$ cat config.mk
export PLATFORM = sky130hd
export DESIGN_NAME = multicycle_ctrl
export DESIGN_NICKNAME = d
export VERILOG_FILES = /design/src/rtl/cpu_pkg.sv /design/src/rtl/instr_classify.sv /design/src/rtl/multicycle_ctrl.sv
export SDC_FILE = /design/constraint.sdc
export NUM_CORES = 1
export LEC_CHECK = 0
export ABC_AREA = 1
export CAP_MARGIN = 10
export CORE_MARGIN = 2
export CORE_UTILIZATION = 46
export DETAILED_ROUTE_END_ITERATION = 7
export PLACE_DENSITY = 0.81
export SYNTH_ARGS = -nofsm -noshare
export SYNTH_HDL_FRONTEND = slang
export SYNTH_SLANG_ARGS = --single-unit
$ cat constraint.sdc
create_clock -name clock -period 4.2 [get_ports clock]
set_clock_uncertainty 0.15 [all_clocks]
set_input_delay 0.84 -clock clock [delete_from_list [all_inputs] [get_ports clock]]
set_output_delay 0.84 -clock clock [all_outputs]
set_load 0.01 [all_outputs]
$ cat src/rtl/cpu_pkg.sv
// cpu_pkg: opcode/funct values, controller state encodings and instruction classes
package cpu_pkg;

   localparam logic [5:0] OP_RTYPE = 6'b000000;
   localparam logic [5:0] OP_LW    = 6'b100011;
   localparam logic [5:0] OP_SW    = 6'b101011;
   localparam logic [5:0] OP_BEQ   = 6'b000100;
   localparam logic [5:0] OP_BNE   = 6'b000101;
   localparam logic [5:0] OP_J     = 6'b000010;
   localparam logic [5:0] OP_JAL   = 6'b000011;
   localparam logic [5:0] FN_JR    = 6'b001000;

   typedef enum logic [2:0] {
      S_IDLE   = 3'd0,
      S_FETCH  = 3'd1,
      S_DECODE = 3'd2,
      S_EXEC   = 3'd3,
      S_MEM    = 3'd4,
      S_WB     = 3'd5
   } state_t;

   localparam logic [3:0] C_NOP   = 4'd0;
   localparam logic [3:0] C_RTYPE = 4'd1;
   localparam logic [3:0] C_JR    = 4'd2;
   localparam logic [3:0] C_LW    = 4'd3;
   localparam logic [3:0] C_SW    = 4'd4;
   localparam logic [3:0] C_BR    = 4'd5;
   localparam logic [3:0] C_J     = 4'd6;
   localparam logic [3:0] C_JAL   = 4'd7;
   localparam logic [3:0] C_IALU  = 4'd8;
   localparam logic [3:0] C_ILL   = 4'd9;

endpackage

$ cat src/rtl/instr_classify.sv
// instr_classify: combinational opcode/funct to instruction-class map
module instr_classify
   import cpu_pkg::*;
(
   input  logic [5:0] op_i,
   input  logic [5:0] funct_i,
   output logic [3:0] cls_o
);

   assign cls_o = (op_i == OP_RTYPE)                  ? ((funct_i == FN_JR) ? C_JR : C_RTYPE) :
                  (op_i == OP_LW)                     ? C_LW :
                  (op_i == OP_SW)                     ? C_SW :
                  (op_i == OP_BEQ || op_i == OP_BNE)  ? C_BR :
                  (op_i == OP_J)                      ? C_J :
                  (op_i == OP_JAL)                    ? C_JAL :
                  (op_i[5:3] == 3'b001)               ? C_IALU : C_ILL;

endmodule

$ cat src/rtl/multicycle_ctrl.sv
// multicycle_ctrl: IDLE/FETCH/DECODE/EXEC/MEM/WB sequencer with mem-ack timeout
// and retired-instruction counter
module multicycle_ctrl
   import cpu_pkg::*;
#(
   parameter int MEM_TIMEOUT = 16,
   parameter int CNT_W       = 32
) (
   input  logic             clock,
   input  logic             reset,
   input  logic             run,
   input  logic [31:0]      Instruction,
   input  logic             mem_ack,
   output logic             IRWrite,
   output logic             PCWrite,
   output logic             Branch,
   output logic             MemRead,
   output logic             MemWrite,
   output logic             ALUSrc,
   output logic             RegWrite,
   output logic             MemtoReg,
   output logic             RegDst,
   output logic             Jal,
   output logic             illegal,
   output logic             bus_err,
   output logic [2:0]       state,
   output logic [CNT_W-1:0] retired
);

   localparam int TW = $clog2(MEM_TIMEOUT + 1);

   state_t           state_q, state_d;
   logic [3:0]       cls_q, cls_d, cls_live, cls;
   logic [TW-1:0]    tmo_q, tmo_d;
   logic [CNT_W-1:0] retired_q, retired_d;
   logic             fin, tmo_hit;
   logic             unused_instr;

   assign unused_instr = ^Instruction[25:6];

   instr_classify u_cls (
      .op_i    (Instruction[31:26]),
      .funct_i (Instruction[5:0]),
      .cls_o   (cls_live)
   );

   // DECODE must act on the IR in the same cycle it is latched
   assign cls     = (state_q == S_DECODE) ? cls_live : cls_q;
   assign cls_d   = cls;
   assign tmo_hit = (state_q == S_MEM) && !mem_ack && (tmo_q == TW'(MEM_TIMEOUT - 1));
   assign tmo_d   = ((state_q == S_MEM) && !mem_ack && !tmo_hit) ? tmo_q + TW'(1) : '0;
   assign retired_d = retired_q + CNT_W'(fin);
   assign state   = state_q;
   assign retired = retired_q;

   always_comb begin
      state_d  = S_IDLE;
      fin      = 1'b0;
      IRWrite  = 1'b0;
      Branch   = 1'b0;
      MemRead  = 1'b0;
      MemWrite = 1'b0;
      ALUSrc   = 1'b0;
      RegWrite = 1'b0;
      MemtoReg = 1'b0;
      RegDst   = 1'b0;
      Jal      = 1'b0;
      illegal  = 1'b0;
      bus_err  = 1'b0;
      case (state_q)
         S_IDLE:   state_d = run ? S_FETCH : S_IDLE;
         S_FETCH: begin
            IRWrite = 1'b1;
            state_d = S_DECODE;
         end
         S_DECODE: begin
            fin     = (cls == C_J) || (cls == C_ILL);
            illegal = cls == C_ILL;
            state_d = (cls == C_JAL) ? S_WB : S_EXEC;
         end
         S_EXEC: begin
            ALUSrc  = (cls == C_IALU) || (cls == C_LW) || (cls == C_SW);
            Branch  = cls == C_BR;
            fin     = (cls == C_BR) || (cls == C_JR);
            state_d = ((cls == C_LW) || (cls == C_SW)) ? S_MEM : S_WB;
         end
         S_MEM: begin
            ALUSrc   = 1'b1;
            MemRead  = cls == C_LW;
            MemWrite = cls == C_SW;
            bus_err  = tmo_hit;
            fin      = tmo_hit || (mem_ack && (cls == C_SW));
            state_d  = (mem_ack && (cls == C_LW)) ? S_WB : S_MEM;
         end
         S_WB: begin
            RegWrite = 1'b1;
            fin      = 1'b1;
            RegDst   = cls == C_RTYPE;
            MemtoReg = cls == C_LW;
            Jal      = cls == C_JAL;
         end
         default:  state_d = S_IDLE;
      endcase
      if (fin) state_d = run ? S_FETCH : S_IDLE;
   end

   assign PCWrite = fin;

   always_ff @(posedge clock or posedge reset) begin
      if (reset) begin
         state_q   <= S_IDLE;
         cls_q     <= C_NOP;
         tmo_q     <= '0;
         retired_q <= '0;
      end else begin
         state_q   <= state_d;
         cls_q     <= cls_d;
         tmo_q     <= tmo_d;
         retired_q <= retired_d;
      end
   end

endmodule

* Word-level counts from Yosys, hierarchy flattened *
Cells that the tools add are included.

word-level totals
  register bits = 44
  bits of input ports = 36
  output and inout bits = 47
  word-level logic and storage cells = 73

operators by class
  add/sub/neg operators = 2
  equality and inequality tests = 23
  muxes and demuxes = 28
  reductions and logical operators = 16

operators by type and width
  kind                                           number
  adder 32 x 1 -> 32 bit                         1
  two-way mux 4 bit                              7
  == test 4 x 3 -> 1 bit, second input constant  4
  case mux 3 bit (5 select lines)                1
  two-way mux 1 bit                              14
  == test 6 x 2 -> 1 bit, second input constant  2
  == test 6 x 3 -> 1 bit, second input constant  2
  == test 6 bit, second input constant           2
  == test 4 x 2 -> 1 bit, second input constant  2
  == test 4 bit, second input constant           2
  logical OR 1 bit                               7
  == test 3 x 1 -> 1 bit, second input constant  2
  == test 3 x 2 -> 1 bit, second input constant  2
  == test 3 bit, second input constant           2
  == test 6 x 4 -> 1 bit, second input constant  1
  zero test 6 bit                                1
  two-way mux 3 bit                              2
  adder 5 x 1 -> 5 bit, second input constant    1
  == test 5 x 4 -> 1 bit, second input constant  1
  logical AND 1 bit                              5
  two-way mux 5 bit                              1
  == test 4 x 1 -> 1 bit, second input constant  1
  case mux 1 bit (4 select lines)                1
  zero test 3 bit                                1
  3 further kinds                                4

* Logic depth before layout (Yosys ltp) *
  depth in word-level cells = 14
  depth in mapped cells = 23
  depth with buffers taken out = 23

* Cells and area by module *
Synthesis repeated with hierarchy kept, for this count alone.

second synthesis, totals
  cell total of the unflattened synthesis = 329
  area, all modules = 2592.5 um^2

by module, submodules not included
  module           instances  cells each  area an instance (um^2)  seq. area each (um^2)
  multicycle_ctrl  1          293         2416.1                   1101.1
  instr_classify   1          36          176.4                    0.0

* Worst setup path before layout *
Ideal clock, no wire load.

  kind = input-to-reg
  start point = in Instruction[29]
  end point = reg retired_q[28] (netlist: retired[28])
  setup time = 0.122 ns
  arrival time = 3.408 ns
  required time = 3.928 ns
  path slack = 0.520 ns
  cell stages on the path = 18
  buffers on the path = 0
  cells stage by stage = nor2_2 > nand3_1 > nand3_1 > a21oi_1 > nor2_1 > nand4_2 > nand3_2 > ha_1 > ha_1 > nand3_1 > nor2_1 > nand3_1 > nand3b_4 > nor2_2 > nand2_1 > nor3_2 > nand2_1 > xor2_1

on the way
  cells in the longest elaborated chain, start to end = 14

ends and longest elaborated chain
  element                              line                    RTL
  start: declaration                   multicycle_ctrl.sv:12   input logic [31:0] Instruction,
  == test 3 x 1 -> 1 bit               instr_classify.sv:16    (op_i[5:3] == 3'b001) ? C_IALU : C_ILL;
  two-way mux 1 bit                    instr_classify.sv:16
  two-way mux 4 bit                    instr_classify.sv:15    (op_i == OP_JAL) ? C_JAL :
  two-way mux 4 bit                    instr_classify.sv:14    (op_i == OP_J) ? C_J :
  two-way mux 4 bit                    instr_classify.sv:13    (op_i == OP_BEQ || op_i == OP_BNE) ? C_BR :
  two-way mux 4 bit                    instr_classify.sv:12    (op_i == OP_SW) ? C_SW :
  two-way mux 4 bit                    instr_classify.sv:11    (op_i == OP_LW) ? C_LW :
  two-way mux 4 bit (*)                instr_classify.sv:10    assign cls_o = (op_i == OP_RTYPE) ? ((funct_i == FN_JR) ? C_JR : C_RTYPE) :
  two-way mux 4 bit (*)                multicycle_ctrl.sv:48   assign cls = (state_q == S_DECODE) ? cls_live : cls_q;
  == test 4 x 3 -> 1 bit               multicycle_ctrl.sv:92   fin = tmo_hit || (mem_ack && (cls == C_SW));
  logical AND 1 bit                    multicycle_ctrl.sv:92
  logical OR 1 bit                     multicycle_ctrl.sv:92
  case mux 1 bit (4 select lines) (*)  multicycle_ctrl.sv:70   case (state_q)
  named net PCWrite                    multicycle_ctrl.sv:15   output logic PCWrite,
  adder 32 x 1 -> 32 bit (*)           multicycle_ctrl.sv:52   assign retired_d = retired_q + CNT_W'(fin);
  named net retired_d[28]              multicycle_ctrl.sv:35   logic [CNT_W-1:0] retired_q, retired_d;
  end signal: assignment               multicycle_ctrl.sv:119  retired_q <= retired_d;
  end: declaration                     multicycle_ctrl.sv:35

The timed path passes the listed nets; every way through them passes the cells marked *.

* Worst setup path after layout *
  start point = in Instruction[27]
  end point = out ALUSrc

on the way
  cells in the longest elaborated chain, start to end = 12

ends and longest elaborated chain
  element                                                         line                   RTL
  == test 6 x 2 -> 1 bit                                          instr_classify.sv:15
  two-way mux 4 bit                                               instr_classify.sv:15
  two-way mux 4 bit                                               instr_classify.sv:14
  two-way mux 4 bit                                               instr_classify.sv:13
  two-way mux 4 bit                                               instr_classify.sv:12
  two-way mux 4 bit                                               instr_classify.sv:11
  two-way mux 4 bit (*)                                           instr_classify.sv:10
  two-way mux 4 bit (*)                                           multicycle_ctrl.sv:48
  named net cls[0]                                                multicycle_ctrl.sv:33  logic [3:0] cls_q, cls_d, cls_live, cls;
  == test 4 bit / == test 4 x 2 -> 1 bit (equally long branches)  multicycle_ctrl.sv:82  ALUSrc = (cls == C_IALU) || (cls == C_LW) || (cls == C_SW);
  logical OR 1 bit                                                multicycle_ctrl.sv:82
  logical OR 1 bit (*)                                            multicycle_ctrl.sv:82
  case mux 1 bit (2 select lines) (*)                             multicycle_ctrl.sv:70
  end: declaration                                                multicycle_ctrl.sv:19  output logic ALUSrc,

Marked as above.

==> impl_metrics.sql <==
INSERT INTO impl_metrics (metric_group, metric, value, unit) VALUES
('place', 'port-buffer-count', '62', ''),
('grt', 'grt_max_degree', '45', ''),
('power', 'total_leakage_power', '1.78', 'nW'),
('finish', 'insertedDiodeCount', '0', ''),
('cts', 'cts_post_setup_buffers_inserted', '0', ''),
('worst_setup_path', 'worstPathCellList', 'clkdlybuf4s50_1 -> nor2_1 -> nand3_2 -> nor2_1 -> nand2_1 -> nand2_1 -> nor2_4 -> nor2_2 -> buf_4 -> a31oi_1 -> a21oi_1 -> clkdlybuf4s50_1', ''),
('timing', 'period_minus_slack', '4.01', 'ns'),
('place', 'place.detailed.hpwl', '4290', 'um'),
('routing', 'dr.first_iter.drc_count', '69', ''),
('floorplan', 'coreArea', '0.00514', 'mm^2'),
('power', 'power.share.clock', '0.189', ''),
('worst_setup_path', 'critical_path.slowest_cell', 'clkdlybuf4s50_1', ''),
('finish', 'multiInputGateArea', '0.00123', 'mm^2'),
('worst_setup_path', 'data_required_time_at_the_worst_endpoint', '3.21', 'ns'),
('timing', 'post-route-period-util', '0.955', ''),
('synth', 'postSynthCellCount', '309', ''),
('floorplan', 'ioPinCount', '83', ''),
('routing', 'routed-via-count', '2246', ''),
('power', 'cell_internal_pwr', '0.000898', 'W'),
('finish', 'num-nets-final', '440', ''),
('synth', 'synth_cell_type_count', '27', ''),
('finish', 'area_growth_syn_to_layout', '41.8', '%'),
('cts', 'cts-resized-gates', '0', ''),
('timing', 'max_freq', '249', 'MHz'),
('routing', 'dr.pass1.iters', '4', ''),
('grt', 'groute.usage.overall', '0.194', ''),
('worst_setup_path', 'timing.critical_path.slowest_cell_delay', '0.56', 'ns'),
('synth', 'yosys_warnings', '0', ''),
('worst_setup_path', 'crit_type', 'input pin to output pin', ''),
('floorplan', 'dieWidth', '77.2', 'um'),
('grt', 'wire_length_of_the_first_global_routing_pass', '9450', 'um'),
('worst_setup_path', 'cpLargestDelayFamily', 'buffers and inverters', ''),
('flow_run', 'max_cap_viol_count', '0', ''),
('power', 'power.switching_fraction', '0.366', ''),
('synth', 'net_count_after_synthesis', '349', ''),
('synth', 'seq_area_frac_synth', '0.447', ''),
('synth', 'syn_avg_cell_area', '7.97', 'um^2'),
('synth', 'ys_seq_elements', '44', ''),
('timing', 'setup_viol_count_final', '0', ''),
('floorplan', 'rows', '26', ''),
('timing', 'maxSlewHeadroom', '0.594', ''),
('worst_setup_path', 'critPathMaxFanout', '5', ''),
('power', 'p_switching', '0.000518', 'W'),
('power', 'power-per-cell-area', '405', 'mW/mm^2'),
('cts', 'clkSlewWorstSetupHoldPaths', '0.08', 'ns'),
('synth', 'synth-edff-count', '0', ''),
('timing', 'fin_tns_setup', '0', 'ns'),
('finish', 'seq_area', '0.00110', 'mm^2'),
('timing', 'maxSlewViolCount', '0', ''),
('synth', 'synth_async_reset_ratio', '1.00', ''),
('worst_setup_path', 'cp_num_buf_inv', '3', ''),
('worst_setup_path', 'end_kind', 'output pin', ''),
('cts', 'cts_hold_buf', '0', ''),
('hold_path', 'hp-class', 'flop to flop', ''),
('grt', 'global_route.overflow_total', '0', ''),
('floorplan', 'floorplan.die_area', '0.00596', 'mm^2'),
('routing', 'ant_nets', '0', ''),
('cts', 'cts-root-to-sink-buffers', '2', ''),
('cts', 'worst_skew_pair.late_latency', '0.29', 'ns'),
('routing', 'drc', '0', ''),
('grt', 'first_global_vias', '2212', ''),
('floorplan', 'initial_utilization', '0.479', ''),
('place', 'placed_area', '0.00334', 'mm^2'),
('cts', 'cts_made_buffers', '5', ''),
('routing', 'routed_via_density', '4.77', ''),
('cts', 'cts_num_sinks', '44', ''),
('run_status', 'status', 'finished, final reports clean', ''),
('synth', 'dominantRegCellSynth', 'dfrtp_1', ''),
('power', 'totalPowerFinal', '0.00142', 'W'),
('cts', 'ctsRootBufferMaster', 'clkbuf_8', ''),
('synth', 'syn-cell-area', '0.00246', 'mm^2');
==> cells in the mapped netlist, types with 2 or more instances <==
cell | n | area share
nor3_2 | 2 | 0.0081
inv_1 | 47 | 0.072
nand3_1 | 24 | 0.049
xnor2_1 | 10 | 0.036
ha_1 | 4 | 0.020
nand3_2 | 2 | 0.0081
nor2_4 | 2 | 0.0091
nor3_1 | 12 | 0.024
dfrtp_1 | 44 | 0.45
nor2_1 | 50 | 0.076
inv_2 | 2 | 0.0030
nand2_1 | 61 | 0.093
a21oi_1 | 7 | 0.014
nor2_2 | 6 | 0.015
xor2_1 | 21 | 0.075
nand4_1 | 4 | 0.010
==> cell type report <==
cell class                      instances  share of cell area
Multi-Input combinational cell        216               0.352
Inverter                               49              0.0527
Timing Repair Buffer                   84               0.229
Clock buffer                            6              0.0236
Sequential cell                        44               0.315
Tap cell                               70              0.0251
Clock inverter                          2             0.00287
==> flip-flops by register name, indices dropped and copies added, names as in the netlist <==
name / cells
retired: 32
tmo_q: 5
state: 3
cls_q: 4
==> cell families (layout without fill, tap and decap cells) <==
kind of cell,count (synthesis),after routing,synth area share
compound gates,10,10,0.0218
xor+xnor,31,31,0.110
fa+ha+maj,4,4,0.0203
buf+inv,49,141,0.0747
flops,44,44,0.447
simple gates,171,171,0.326
==> power by group through the flow <==
stage / Clock [W] / Sequential (W) / Combinational [W]
2_1_floorplan: 0 / 0.000555 / 0.000293
3_3_place_gp: 0 / 0.000543 / 0.000572
3_5_place_dp: 0 / 0.000547 / 0.000587
4_1_cts: 0.000280 / 0.000539 / 0.000592
5_1_grt: 0.000298 / 0.000548 / 0.000681
6_report: 0.000267 / 0.000538 / 0.000611
==> path summary, 6_finish.rpt <==
check / endpoint / startpoint / cells after the start / slack (ns)
worst min-delay path: tmo_q[0]$_DFF_PP0_ / tmo_q[0]$_DFF_PP0_ / 1 / 0.31
worst min register to register: tmo_q[0]$_DFF_PP0_ / tmo_q[0]$_DFF_PP0_ / 1 / 0.31
min in group asynchronous: retired[27]$_DFF_PP0_ / reset / 3 / 0.83
worst max-delay path: ALUSrc / Instruction[27] / 12 / 0.19
max in group asynchronous: retired[15]$_DFF_PP0_ / reset / 3 / 2.70
worst max register to register: retired[24]$_DFF_PP0_ / state[2]$_DFF_PP0_ / 20 / 0.62
==> through the flow <==
stage,util,cells,setup slack (ns)
4_1_cts,0.667,471,0.0219
2_1_floorplan,-,309,0.520
5_1_grt,0.680,471,-0.00478
3_3_place_gp,0.649,463,-0.131
3_5_place_dp,0.649,463,-0.143
6_report,0.680,471,0.188
==> metal layers <==
layer,GRT usage,wire length (um),vias to the layer above
met5,0,0,-
met4,0.0661,65,0
met3,0.0471,322,7
met2,0.339,2770,58
met1,0.232,2430,1027
li1,-,-,1154
==> cell usage in the layout (no fill, tap or decap), types with 6 or more instances in the layout <==
| cell type | count |
|---|---|
| xor2_1 | 21 |
| clkdlybuf4s50_1 | 57 |
| buf_4 | 22 |
| xnor2_1 | 10 |
| nand2_1 | 61 |
| inv_1 | 46 |
| clkbuf_8 | 6 |
| dfrtp_1 | 44 |
| nand3_1 | 21 |
| nor2_1 | 44 |
| a21oi_1 | 6 |
| nor2_2 | 9 |
| nor3_1 | 12 |
==> worst reg2reg max path: stages, from the launching register on <==
cell      delay, ns
dfrtp_1        0.46
nor3_4         0.35
inv_2          0.11
a21oi_1        0.17
nand2_1        0.07
nand2_1        0.15
o21ai_0        0.12
inv_1          0.06
nand2_1        0.08
nand3_2        0.11
ha_1           0.18
ha_2           0.19
nand3_1        0.11
nor2_2         0.12
nand3_1        0.11
nand3b_4       0.19
nor2_4         0.12
nand2_1        0.11
nor3_2         0.25
buf_4          0.15
xor2_1         0.14
Note: power is estimated with default switching activity, not from simulation.
